<file path="config.mk">
export PLATFORM = sky130hd
export DESIGN_NAME = hazard_forward_unit
export DESIGN_NICKNAME = d
export VERILOG_FILES = /design/src/rtl/hazard_forward_unit.sv
export SDC_FILE = /design/constraint.sdc
export NUM_CORES = 1
export LEC_CHECK = 0
export CAP_MARGIN = 20
export CELL_PAD_IN_SITES_DETAIL_PLACEMENT = 1
export CELL_PAD_IN_SITES_GLOBAL_PLACEMENT = 1
export CORE_UTILIZATION = 53
export CTS_CLUSTER_DIAMETER = 120
export DETAILED_ROUTE_END_ITERATION = 10
export DONT_BUFFER_PORTS = 1
export PLACE_DENSITY_LB_ADDON = 0.1
export SLEW_MARGIN = 30
export SYNTH_ARGS = -nofsm -noshare
export SYNTH_HDL_FRONTEND = slang
export SYNTH_SLANG_ARGS = --single-unit
</file>
<file path="constraint.sdc">
create_clock -name clk -period 6.4 [get_ports clk]
set_clock_uncertainty 0.1 [all_clocks]
set_input_delay 1.28 -clock clk [delete_from_list [all_inputs] [get_ports clk]]
set_output_delay 1.28 -clock clk [all_outputs]
set_load 0.05 [all_outputs]
</file>
<file path="src/rtl/hazard_forward_unit.sv">
// EX-stage operand forwarding and load-use stall control for the pipelined MIPS core.
// Tracks in-flight register writers in a private EX -> entry 1..FWD_DEPTH shift pipeline.
module hazard_forward_unit #(
    parameter int unsigned REG_AW     = 5,
    parameter int unsigned NUM_SRC    = 2,
    parameter int unsigned FWD_DEPTH  = 3,
    parameter int unsigned LOAD_STAGE = 2,
    parameter int unsigned CNT_W      = 16,
    localparam int unsigned SELW      = $clog2(FWD_DEPTH + 1)
) (
    input  logic                      clk,
    input  logic                      rst,
    input  logic                      freeze,
    input  logic                      flush,
    input  logic                      id_valid,
    input  logic [NUM_SRC*REG_AW-1:0] id_src,
    input  logic [NUM_SRC-1:0]        id_src_used,
    input  logic                      id_regwrite,
    input  logic [REG_AW-1:0]         id_wr_reg,
    input  logic                      id_is_load,
    output logic                      stall,
    output logic [NUM_SRC*SELW-1:0]   fwd_sel,
    output logic [CNT_W-1:0]          stall_count
);

    // One extra bit so (position + 1) never overflows when compared against avail.
    localparam int unsigned CMPW = SELW + 1;

    // EX stage copy of the instruction being executed
    logic                             ex_valid;
    logic                             ex_regwrite;
    logic                             ex_is_load;
    logic [REG_AW-1:0]                ex_wr_reg;
    logic [NUM_SRC-1:0][REG_AW-1:0]   ex_src;
    logic [NUM_SRC-1:0]               ex_src_used;

    // Writers that have left EX; entry k is k stages past EX
    logic [FWD_DEPTH:1]               ent_valid;
    logic [FWD_DEPTH:1]               ent_regwrite;
    logic [REG_AW-1:0]                ent_wr_reg [1:FWD_DEPTH];
    logic [SELW-1:0]                  ent_avail  [1:FWD_DEPTH];

    logic [NUM_SRC-1:0][REG_AW-1:0]   id_src_arr;
    logic                             ex_live;
    logic [FWD_DEPTH:1]               ent_live;
    logic [SELW-1:0]                  ex_avail;
    logic [NUM_SRC-1:0]               op_hazard;

    assign id_src_arr = id_src;
    assign ex_avail   = ex_is_load ? SELW'(LOAD_STAGE) : SELW'(1);
    assign ex_live    = ex_valid && ex_regwrite && (ex_wr_reg != '0);

    always_comb begin
        ent_live = '0;
        for (int k = 1; k <= int'(FWD_DEPTH); k++) begin
            ent_live[k] = ent_valid[k] && ent_regwrite[k] && (ent_wr_reg[k] != '0);
        end
    end

    // Youngest live writer of each ID operand decides whether its data is ready in time.
    always_comb begin
        logic found;
        op_hazard = '0;
        found     = 1'b0;
        for (int i = 0; i < int'(NUM_SRC); i++) begin
            found = 1'b0;
            if (ex_live && (ex_wr_reg == id_src_arr[i])) begin
                found = 1'b1;
                if (CMPW'(1) < CMPW'(ex_avail)) begin
                    op_hazard[i] = 1'b1;
                end
            end
            for (int k = 1; k <= int'(FWD_DEPTH); k++) begin
                if (!found && ent_live[k] && (ent_wr_reg[k] == id_src_arr[i])) begin
                    found = 1'b1;
                    if (CMPW'(k + 1) < CMPW'(ent_avail[k])) begin
                        op_hazard[i] = 1'b1;
                    end
                end
            end
        end
        stall = id_valid && !flush && |(op_hazard & id_src_used);
    end

    // Bypass select per EX operand: nearest (smallest k) live writer wins.
    always_comb begin
        logic [SELW-1:0] sel;
        fwd_sel = '0;
        sel     = '0;
        for (int i = 0; i < int'(NUM_SRC); i++) begin
            sel = '0;
            for (int k = int'(FWD_DEPTH); k >= 1; k--) begin
                if (ent_live[k] && (ent_wr_reg[k] == ex_src[i])) begin
                    sel = SELW'(k);
                end
            end
            if (ex_valid && ex_src_used[i]) begin
                fwd_sel[i*SELW +: SELW] = sel;
            end
        end
    end

    // Pipeline tracking state and stall counter.
    always_ff @(posedge clk) begin
        if (rst) begin
            ex_valid     <= 1'b0;
            ex_regwrite  <= 1'b0;
            ex_is_load   <= 1'b0;
            ex_wr_reg    <= '0;
            ex_src       <= '0;
            ex_src_used  <= '0;
            ent_valid    <= '0;
            ent_regwrite <= '0;
            for (int k = 1; k <= int'(FWD_DEPTH); k++) begin
                ent_wr_reg[k] <= '0;
                ent_avail[k]  <= '0;
            end
            stall_count  <= '0;
        end else if (!freeze) begin
            ent_valid[1]    <= ex_valid;
            ent_regwrite[1] <= ex_regwrite;
            ent_wr_reg[1]   <= ex_wr_reg;
            ent_avail[1]    <= ex_avail;
            for (int k = 2; k <= int'(FWD_DEPTH); k++) begin
                ent_valid[k]    <= ent_valid[k-1];
                ent_regwrite[k] <= ent_regwrite[k-1];
                ent_wr_reg[k]   <= ent_wr_reg[k-1];
                ent_avail[k]    <= ent_avail[k-1];
            end
            if (flush || stall) begin
                ex_valid <= 1'b0;
            end else begin
                ex_valid    <= id_valid;
                ex_regwrite <= id_regwrite;
                ex_is_load  <= id_is_load;
                ex_wr_reg   <= id_wr_reg;
                ex_src      <= id_src_arr;
                ex_src_used <= id_src_used;
            end
            if (stall && (stall_count != '1)) begin
                stall_count <= stall_count + CNT_W'(1);
            end
        end
    end

endmodule
</file>
Word level (Yosys, flattened, before mapping)
Memory sizes are Yosys's and may differ from the RTL's.
Index checks and enable logic that the tools add are counted.
- mux-type cells: 38
- order comparisons: 3
- add/subtract/negate cells: 1
- eq/ne operators: 15
- bitwise gates (word level): 9
- reduce and logical (&&, ||, !) cells: 48
- operator list (cell ; number):
    $eq 5x5->1 ; 14
    $logic_and 1x1->1 ; 33
    $mux 2 ; 12
    $mux 1 ; 23
    $reduce_bool 5->1 ; 4
    $add 16x1->16 const B ; 1
    $ne 16x16->1 const B ; 1
    $mux 5 ; 3
    $logic_not 1->1 ; 7
    $or 1x1->1 ; 6
    $reduce_and 2->1 ; 2
    $lt 3x2->1 const A ; 1
    $and 2x2->2 ; 1
    $lt 1x2->1 const A ; 1
    $lt 2x2->1 const A ; 1
    $not 1->1 ; 2
    $reduce_or 2->1 ; 1
    $logic_or 1x1->1 ; 1
- input bits: 24
- output and inout port bits: 21
- bits in registers: 42
- memories: 2
- memory bits (writable): 21
- memory list (name ; depth ; width ; rd ports ; clocked after memory_dff ; wr ports ; line ; text):
    ent_wr_reg ; 3 ; 5 ; 3 ; 0 ; 3 ; 40 ; logic [REG_AW-1:0] ent_wr_reg [1:FWD_DEPTH];
    ent_avail ; 3 ; 2 ; 3 ; 0 ; 3 ; 41 ; logic [SELW-1:0] ent_avail [1:FWD_DEPTH];

Depth between registers and ports, before layout
Gate-level depths: netlist of the first run.
- depth in word-level cells: 22
- depth in mapped cells: 11

Worst setup path after synthesis of the first run
Ideal clock, no wire load.
- kind: input to output
- start point: in id_src[0]
- end point: out stall
- path buffers: 0
- stages on the path: 5
- setup slack: 2.326 ns
- data arrival time: 2.694 ns
- cell sequence: xor2_1 nor4_2 mux2_4 a22oi_4 nor2_1
- word-level cells in the longest chain between the ends: 18
- RTL lines (what ; line ; text):
    start, declared ; 16 ; input logic [NUM_SRC*REG_AW-1:0] id_src,
    $eq 5x5->1 ; 67 ; if (ex_live && (ex_wr_reg == id_src_arr[i])) begin
    $logic_and 1x1->1 ; 67 ;
    $mux 1 ; 67 ;
    $logic_not 1->1 ; 74 ; if (!found && ent_live[k] && (ent_wr_reg[k] == id_src_arr[i])) begin
    $logic_and 1x1->1 (2 in a row) ; 74 ;
    $mux 1 ; 74 ;
    $logic_not 1->1 ; 74 ;
    $logic_and 1x1->1 (2 in a row) ; 74 ;
    $mux 1 ; 74 ;
    $logic_not 1->1 ; 74 ;
    $logic_and 1x1->1 (2 in a row) ; 74 ;
    $mux 1 (*) ; 74 ;
    $and 2x2->2 (*) ; 82 ; stall = id_valid && !flush && |(op_hazard & id_src_used);
    $reduce_or 2->1 (*) ; 82 ;
    $logic_and 1x1->1 (*) ; 82 ;
    end, declared ; 21 ; output logic stall,
Mark *: on every way between the ends. The rest lies on a longest branch, timed or not.

Worst setup path after layout of the first run
- start point: in id_src[2]
- end point: out stall
The elaborated chain is that of the path after synthesis.

==> results of run 1 <==
## Yosys cell counts, types with 2 or more instances
cell type	n
a211oi_1	2
a21bo_1	2
a21oi_1	5
and2_1	18
and3_1	4
buf_1	2
buf_2	4
buf_6	3
clkbuf_1	7
dfxtp_1	42
edfxtp_1	17
inv_1	3
mux2_2	6
mux2i_1	26
nand2_1	5
nand2b_1	2
nand3_1	6
nand3b_1	2
nand4_1	13
nor2_1	42
nor2b_1	6
nor3_1	4
nor4_1	8
nor4b_1	2
o211ai_1	2
or4_1	4
xnor2_1	35
xor2_1	20
## layer usage
layer,vias to the layer above,GRT usage (%)
met5,-,0
met4,0,12.4
met3,17,6.51
met2,52,37.5
met1,1094,33.5
li1,1094,-
## placed cells by master (no fill, tap or decap), types with 2 or more instances in the layout
| master | instances |
|---|---|
| and3_1 | 4 |
| and2_1 | 18 |
| nor3_1 | 4 |
| clkbuf_8 | 10 |
| clkbuf_1 | 3 |
| nand2_1 | 5 |
| a21bo_1 | 2 |
| dfxtp_1 | 42 |
| nor2b_1 | 6 |
| edfxtp_1 | 17 |
| inv_1 | 3 |
| clkinv_2 | 2 |
| xor2_1 | 20 |
| nand2b_1 | 2 |
| mux2_2 | 6 |
| nand4_1 | 13 |
| a21oi_1 | 5 |
| nor2_1 | 42 |
| nand3_1 | 6 |
| a211oi_2 | 2 |
| xnor2_1 | 35 |
| mux2i_1 | 26 |
| nor4b_1 | 2 |
| or4_1 | 4 |
| nor4_1 | 8 |
| o211ai_1 | 2 |
| nand3b_1 | 2 |
## power by group through the flow
stage	Combinational, mW	Sequential, mW	Clock, mW
after CTS	0.0619	0.418	0.298
after detailed placement	0.0610	0.426	0
after global placement	0.0587	0.425	0
final	0.0613	0.418	0.291
after floorplan	0.0639	0.416	0
after global routing	0.0675	0.420	0.312
## path summary, 6_finish.rpt
check                                endpoint  depth (start not counted)
setup / recovery                        stall                          6
hold / removal    ex_src_used[0]$_SDFFE_PP0P_                          2
hold reg to reg   ex_src_used[0]$_SDFFE_PP0P_                          2
setup reg to reg  stall_count[4]$_SDFFE_PP0P_                          8
## cells by family after synthesis
logic type | after synthesis | synth area share [%]
AND/OR/NAND/NOR | 126 | 22.0
flip-flops | 59 | 42.2
XOR/XNOR | 55 | 15.1
multiplexers | 33 | 10.7
AO/OA/AOI/OAI | 21 | 5.63
buffers and inverters | 21 | 3.95
adder cells (fa/ha/maj) | 1 | 0.391
## final cells by class
cell class	instances	area share, %
multi-input combinational	236	51.6
inverter	3	0.336
clock inverter	3	0.410
timing repair buffer	1	0.224
tap	72	2.68
clock buffer	13	4.44
sequential	59	40.3
## through the flow
stage	power, mW	hold slack (ns)	setup slack [ns]
floorplan	0.480	0.364	2.33
finish	0.770	0.399	2.08
CTS	0.777	0.401	2.14
global route	0.800	0.439	2.03
detailed placement	0.487	0.386	2.16
global placement	0.484	0.378	2.23
## worst min-delay path, cell delays in order (launching register included)
cell and delay [ns]:
dfxtp_1 0.33, mux2i_1 0.07, nor2_1 0.07
==> impl_metrics.json, run 1 <==
{
  "postCtsHoldBufs": 0,
  "synthDistinctLibCells": 52,
  "p_int_uw": 579,
  "cp_max_fo": 9,
  "clockPowerShare_pct": 37.8,
  "grt_usage_pct": 25.1,
  "status": "finished clean",
  "pwr-share-seq_pct": 54.3,
  "drv_cap": 0,
  "p_sw_uw": 191,
  "ys_seq_elements": 59,
  "clk_latency_ns": 0.34,
  "regToRegSetupSlack_ns": 3.36,
  "wl_met2_um": 3290,
  "drc": 0,
  "postRouteAntennaNets": 0,
  "postSynthCellCount": 316,
  "syn_area_per_cell_um2": 10.1,
  "setup_tns_ns": 0,
  "reg2reg_from": "stall_count[0]$_SDFFE_PP0P_",
  "swShare_pct": 24.8,
  "fp.dieArea_um2": 6350,
  "place_area_um2": 3190,
  "maxSlewHeadroom_pct": 38.7,
  "min_path_type": "flip-flop to flip-flop",
  "cp_cell_sequence": "xnor2_1 > nand4_1 > nor4_1 > mux2_4 > a22oi_4 > nor2_1",
  "required_ns": 5.02,
  "critPathTopFamily": "simple AND/OR/NAND/NOR gates",
  "area_delta_synth_final_pct": 4.85,
  "final_util_pct": 59.1,
  "clkSinkCount": 59,
  "vias_per_cell": 5.83,
  "post-route-period-util_pct": 67.5,
  "routedWlPerCell_um": 18.8,
  "layout.cells.non_filler": 387,
  "fill_cells": 644,
  "post_cts_buffers": 0,
  "design_area_um2": 3360,
  "vias": 2257,
  "first_pass_iters": 4,
  "start_util_pct": 56.4,
  "io_buffers": 0,
  "worstPathArrival_ns": 2.94,
  "grt_pass1_wl_um": 11900,
  "rows": 27,
  "min_period_ns": 4.32,
  "worst_pin_slew_ns": 0.916,
  "largest_reg_flops": 16,
  "maxSlewViolCount": 0,
  "wl_met1_um": 3500,
  "min_from": "ex_src_used[0]$_SDFFE_PP0P_",
  "antenna_found_initial": 0,
  "yosysSeqAreaShare_pct": 42.2,
  "drt-total-wl_um": 7280,
  "rsz0062_at_grt": "no",
  "drive_gt1_share_pct": 10.8,
  "crit_buf_inv": 0,
  "ys_warn_count": 0,
  "io_pins": 45,
  "dp_hpwl_um": 5220,
  "cts_htree_levels": 3,
  "critical_path_class": "input port to primary output",
  "fp.coreArea_um2": 5680,
  "maxUsedRoutingLayer": "met4",
  "clk_path_buf_depth": 2,
  "wl_met3_um": 335,
  "synth_area_leaders": "dfxtp_1 (26%), edfxtp_1 (16%), xnor2_1 (9.6%)",
  "finalNetCount": 335,
  "ir_worst_vdd_uv": 142,
  "seq_area_um2": 1350,
  "cts_resized": 0,
  "multiInputGateArea_um2": 1730,
  "first_global_vias": 2329,
  "cts_buffers": 9,
  "place.gp.congestion": 0.849,
  "grt_max_degree": 51,
  "async_flop_share_pct": 0,
  "synth.net_count": 341,
  "dp_cells": 371,
  "yosys.area.top_type": "dfxtp_1",
  "drtIter0Drc": 150,
  "die_w_um": 79.7,
  "critPathLaunch": "id_src[2]",
  "die_h_um": 79.7,
  "num_antenna_cells": 0,
  "synth-edff-count": 17,
  "grt_remaining_overflow": 0,
  "max_stage_delay_ns": 0.69,
  "start_kind": "input port",
  "fmax_mhz": 232,
  "yosysTopAreaCellShare_pct": 26.3,
  "combPwrFrac_pct": 8.0,
  "synth_ff_type": "dfxtp_1",
  "worst_setup_path_end_kind": "primary output",
  "tritoncts": "yes",
  "slowest_stage": "nor2_1",
  "cts.reportedPaths.clkPinSlew_ns": 0.06,
  "cts_root_buf": "clkbuf_8",
  "power_per_cell_area_nw_per_um2": 230,
  "synth_area_um2": 3200,
  "hold_viol": 0,
  "finalSetupViolCount": 0,
  "power.leakage_nw": 1.33
}
No activity file was read; power rests on OpenSTA's default activity.
==> run 2: changes to the inputs <==
--- a/config.mk
+++ b/config.mk
@@ -8,7 +8,7 @@
 export CAP_MARGIN = 20
 export CELL_PAD_IN_SITES_DETAIL_PLACEMENT = 1
 export CELL_PAD_IN_SITES_GLOBAL_PLACEMENT = 1
-export CORE_UTILIZATION = 53
+export CORE_UTILIZATION = 49
 export CTS_CLUSTER_DIAMETER = 120
 export DETAILED_ROUTE_END_ITERATION = 10
 export DONT_BUFFER_PORTS = 1
==> constraint.sdc (replaced) <==
create_clock -name clk -period 4.27 [get_ports clk]
set_clock_uncertainty 0.1 [all_clocks]
set_input_delay 0.854 -clock clk [delete_from_list [all_inputs] [get_ports clk]]
set_output_delay 0.854 -clock clk [all_outputs]
set_load 0.05 [all_outputs]
==> impl_metrics.json, run 2 (synthesized netlist as in run 1, its figures left out) <==
{
  "worst_pin_slew_ns": 0.914,
  "fp.coreArea_um2": 6310,
  "power_per_cell_area_nw_per_um2": 342,
  "drv_cap": 0,
  "grt_remaining_overflow": 0,
  "vias": 2297,
  "first_pass_iters": 4,
  "max_stage_delay_ns": 0.72,
  "hold_depth": 2,
  "drive_gt1_share_pct": 11.4,
  "fmax_mhz": 284,
  "worst_setup_path_end_kind": "primary output",
  "worstPathArrival_ns": 2.57,
  "pwr-share-seq_pct": 54.5,
  "routedWlPerCell_um": 19.2,
  "rr_worst_depth": 8,
  "cp_cell_sequence": "or4_4 > o211ai_1 > nor4_1 > a211oi_2",
  "clk_latency_ns": 0.33,
  "rows": 29,
  "antenna_found_initial": 0,
  "fp.dieArea_um2": 6860,
  "start_kind": "flip-flop",
  "critical_path_class": "flip-flop to primary output",
  "regToRegSetupSlack_ns": 1.20,
  "final_common_cell": "dfxtp_1",
  "hold_viol": 0,
  "fin_ws_ns": 0.745,
  "drc": 0,
  "post-route-period-util_pct": 82.5,
  "finalNetCount": 336,
  "start_util_pct": 50.7,
  "rsz0062_at_grt": "no",
  "num_antenna_cells": 0,
  "cp_max_fo": 6,
  "grt_usage_pct": 23.5,
  "drt-total-wl_um": 7540,
  "cts_resized": 0,
  "clk_path_buf_depth": 2,
  "p_int_uw": 869,
  "reg2reg_from": "stall_count[0]$_SDFFE_PP0P_",
  "io_buffers": 0,
  "dp_hpwl_um": 5540,
  "ir_worst_vdd_uv": 216,
  "drtIter0Drc": 97,
  "postRouteAntennaNets": 0,
  "slowest_stage": "a211oi_2",
  "postCtsHoldBufs": 0,
  "vias_per_cell": 5.84,
  "clkSinkCount": 59,
  "r2r-end": "stall_count[4]$_SDFFE_PP0P_",
  "cts.reportedPaths.clkPinSlew_ns": 0.06,
  "power.leakage_nw": 1.34,
  "setup_tns_ns": 0,
  "status": "finished clean",
  "die_h_um": 82.8,
  "layout.cells.non_filler": 393,
  "min_path_type": "flip-flop to flip-flop",
  "p_sw_uw": 283,
  "swShare_pct": 24.6,
  "first_global_vias": 2435,
  "grt_max_degree": 51,
  "clockPowerShare_pct": 37.6,
  "maxSlewHeadroom_pct": 39.1,
  "largest_reg_flops": 16,
  "required_ns": 3.32,
  "min_from": "ent_regwrite[3]$_SDFFE_PP0N_",
  "cts_buffers": 9,
  "cts_root_buf": "clkbuf_8",
  "area_delta_synth_final_pct": 5.36,
  "hold_path_end": "ent_regwrite[3]$_SDFFE_PP0N_",
  "grt_pass1_wl_um": 12600,
  "tritoncts": "yes",
  "combPwrFrac_pct": 8.0,
  "final_cell_mix": "dfxtp_1 (42), nor2_1 (41), xnor2_1 (35)",
  "place.gp.congestion": 0.805,
  "maxSlewViolCount": 0,
  "die_w_um": 82.8,
  "io_pins": 45,
  "dp_cells": 377,
  "pre_cts_ws_ns": 0.907,
  "cts_htree_levels": 3,
  "min_period_ns": 3.52,
  "finalSetupViolCount": 0,
  "post_cts_buffers": 0
}
run 2: worst max-delay path by stage:
stage / from / to / slack (ns) / depth (start not counted)
finish: ent_wr_reg[0][6]$_SDFFCE_PN0P_ / fwd_sel[1] / 0.75 / 4
global route: ent_wr_reg[0][6]$_SDFFCE_PN0P_ / stall / 0.63 / 7
CTS: ent_wr_reg[0][6]$_SDFFCE_PN0P_ / fwd_sel[1] / 0.71 / 4
detailed placement: id_src[9] / stall / 0.91 / 7
global placement: id_src[7] / stall / 0.98 / 7
floorplan: ent_wr_reg[0][6]$_SDFFCE_PN0P_ / fwd_sel[3] / 0.81 / 5
run 2: cell type report:
| type | count | area, µm² |
|---|---|---|
| inverters | 3 | 11.3 |
| clock buffers | 13 | 149 |
| clock inverters | 3 | 13.8 |
| flip-flops and latches | 59 | 1350 |
| well taps | 77 | 96.3 |
| multi-input cells | 236 | 1740 |
| repair buffers | 2 | 15.0 |
| fillers | 730 | 2940 |
run 2: power groups by stage:
| stage | clock network [mW] | logic, mW | registers, mW |
|---|---|---|---|
| floorplan | 0 | 0.0958 | 0.624 |
| global placement | 0 | 0.0889 | 0.638 |
| detailed placement | 0 | 0.0927 | 0.639 |
| CTS | 0.446 | 0.0932 | 0.627 |
| global route | 0.471 | 0.102 | 0.630 |
| finish | 0.432 | 0.0921 | 0.627 |
run 2: critical path, delay by kind of cell, from the launching register on:
family | cells | cell delay [ns]
and+or+nand+nor | 2 | 0.75
AOI/OAI and AO/OA | 2 | 0.95
DFF | 1 | 0.53
run 2: through the flow:
step                utilization [%]  instance area (µm²)  power [mW]  hold WS (ns)
global placement               50.8                 3210       0.727         0.378
floorplan                         -                 3200       0.720         0.364
CTS                            53.4                 3370        1.17         0.429
detailed placement             50.8                 3210       0.732         0.415
global route                   53.4                 3370        1.20         0.460
finish                         53.4                 3370        1.15         0.413
run 2: routing by layer:
| metal | part of all wire, % | routed length, µm | track usage (%) |
|---|---|---|---|
| met2 | 47 | 3530 | 36.6 |
| met5 | 0 | 0 | 0 |
| met1 | 47 | 3560 | 32.2 |
| met4 | 1.3 | 97 | 8.46 |
| met3 | 4.6 | 345 | 4.87 |
==> run 3: changes to the inputs <==
==> constraint.sdc (replaced) <==
create_clock -name clk -period 3.7 [get_ports clk]
set_clock_uncertainty 0.1 [all_clocks]
set_input_delay 0.74 -clock clk [delete_from_list [all_inputs] [get_ports clk]]
set_output_delay 0.74 -clock clk [all_outputs]
set_load 0.05 [all_outputs]
==> impl_metrics.json, run 3 (synthesized netlist as in run 1, its figures left out) <==
{
  "io_buffers": 0,
  "rr_worst_depth": 8,
  "postCtsHoldBufs": 0,
  "start_kind": "flip-flop",
  "post-route-period-util_pct": 91.3,
  "area_delta_synth_final_pct": 7.00,
  "num_antenna_cells": 0,
  "required_ns": 2.86,
  "fp.dieArea_um2": 6860,
  "cp_max_fo": 9,
  "clk_latency_ns": 0.33,
  "cp.depth": 7,
  "largest_reg_flops": 16,
  "grt_remaining_overflow": 0,
  "fmax_mhz": 296,
  "antenna_found_initial": 0,
  "cts_buffers": 9,
  "min_path_type": "input port to flip-flop",
  "max_stage_delay_ns": 0.61,
  "clkSinkCount": 59,
  "power_per_cell_area_nw_per_um2": 408,
  "worst_pin_slew_ns": 0.920,
  "first_global_vias": 2353,
  "regToRegSetupSlack_ns": 0.70,
  "place.gp.congestion": 0.859,
  "reg2reg_from": "stall_count[0]$_SDFFE_PP0P_",
  "final_common_cell": "dfxtp_1",
  "maxSlewHeadroom_pct": 38.7,
  "pwr-share-seq_pct": 51.8,
  "grt_max_degree": 51,
  "drt-total-wl_um": 7400,
  "cts_resized": 0,
  "hold_viol": 0,
  "power.leakage_nw": 1.37,
  "r2r-end": "stall_count[4]$_SDFFE_PP0P_",
  "finalSetupViolCount": 0,
  "cts_root_buf": "clkbuf_8",
  "cp_cell_sequence": "or4_4 > nor2_4 > nor4_1 > mux2_4 > a22oi_4 > nor2_1 > buf_4",
  "drv_cap": 0,
  "design_power_total_mw": 1.40,
  "p_int_mw": 1.07,
  "die_h_um": 82.8,
  "min_period_ns": 3.38,
  "routedWlPerCell_um": 18.7,
  "drive_gt1_share_pct": 12.5,
  "post_cts_buffers": 0,
  "fill_cells": 716,
  "start_util_pct": 50.7,
  "critPathTopFamily": "simple AND/OR/NAND/NOR gates",
  "maxSlewViolCount": 0,
  "p_sw_uw": 331,
  "drtIter0Drc": 123,
  "critPathLaunch": "ent_wr_reg[0][6]$_SDFFCE_PN0P_",
  "first_pass_iters": 4,
  "drc": 0,
  "slowest_stage": "or4_4",
  "final_cell_mix": "dfxtp_1 (42), nor2_1 (41), xnor2_1 (35)",
  "cts_htree_levels": 3,
  "dp_hpwl_um": 5360,
  "clockPowerShare_pct": 40.6,
  "final_util_pct": 54.2,
  "grt_usage_pct": 22.7,
  "swShare_pct": 23.7,
  "critical_path_class": "flip-flop to primary output",
  "clk_path_buf_depth": 2,
  "tritoncts": "yes",
  "cp-endpoint": "stall",
  "grt_pass1_wl_um": 12100,
  "crit_buf_inv": 1,
  "fp.coreArea_um2": 6310,
  "vias_per_cell": 5.80,
  "combPwrFrac_pct": 7.6,
  "cts.reportedPaths.clkPinSlew_ns": 0.07,
  "postRouteAntennaNets": 0,
  "vias": 2296,
  "die_w_um": 82.8,
  "io_pins": 45,
  "worstPathArrival_ns": 2.54,
  "worst_setup_path_end_kind": "primary output",
  "finalNetCount": 339,
  "rows": 29,
  "status": "finished clean",
  "setup_tns_ns": 0,
  "ir_worst_vdd_uv": 276,
  "rsz0062_at_grt": "no"
}
[run 3: cell types whose count changed in the layout (fill, tap and decap cells not counted)]
cell,change
clkbuf_16,+1
clkinv_2,-1
clkbuf_8,+1
buf_4,+3
clkinv_1,-1
[run 3: how the worst min path moves through the flow]
stage                                   endpoint                   startpoint  depth (start not counted)  slack, ns
CTS                 stall_count[12]$_SDFFE_PP0P_                          rst                          1       0.35
global route        stall_count[12]$_SDFFE_PP0P_                          rst                          1       0.35
detailed placement     ent_valid[3]$_SDFFE_PP0N_    ent_valid[3]$_SDFFE_PP0N_                          2       0.40
floorplan            ex_src_used[0]$_SDFFE_PP0P_  ex_src_used[0]$_SDFFE_PP0P_                          2       0.36
finish              stall_count[12]$_SDFFE_PP0P_                          rst                          1       0.37
global placement     ex_src_used[0]$_SDFFE_PP0P_  ex_src_used[0]$_SDFFE_PP0P_                          2       0.38
[run 3: cell type report]
type	count	area (µm²)	share of cell area (%)
multi-input combinational	236	1740	50.7
sequential	59	1350	39.5
clock buffer	15	188	5.48
clock inverter	1	5.00	0.146
timing repair buffer	5	37.5	1.10
inverter	3	11.3	0.329
tap	77	96.3	2.81
[run 3: routing by layer]
metal	vias up	track usage (%)	share of wire (%)
met5	-	0	0
met4	0	8.31	1.5
met3	9	6.46	4.4
met2	47	34.6	46
met1	1133	30.8	48
li1	1107	-	-
[run 3: power by group through the flow]
stage / Sequential [mW] / Clock (mW) / Combinational [mW]
2_1_floorplan: 0.720 / 0 / 0.111
3_3_place_gp: 0.736 / 0 / 0.102
3_5_place_dp: 0.738 / 0 / 0.106
4_1_cts: 0.723 / 0.579 / 0.107
5_1_grt: 0.727 / 0.608 / 0.117
6_report: 0.724 / 0.567 / 0.105
[run 3: stage by stage]
stage / cells / instance area [µm²] / setup slack (ns) / hold slack [ns]
after floorplan: 316 / 3200 / 0.351 / 0.364
final: 396 / 3420 / 0.323 / 0.371
after global placement: 380 / 3230 / 0.659 / 0.379
after CTS: 396 / 3420 / 0.311 / 0.347
after detailed placement: 380 / 3230 / 0.644 / 0.403
after global routing: 396 / 3420 / 0.163 / 0.348
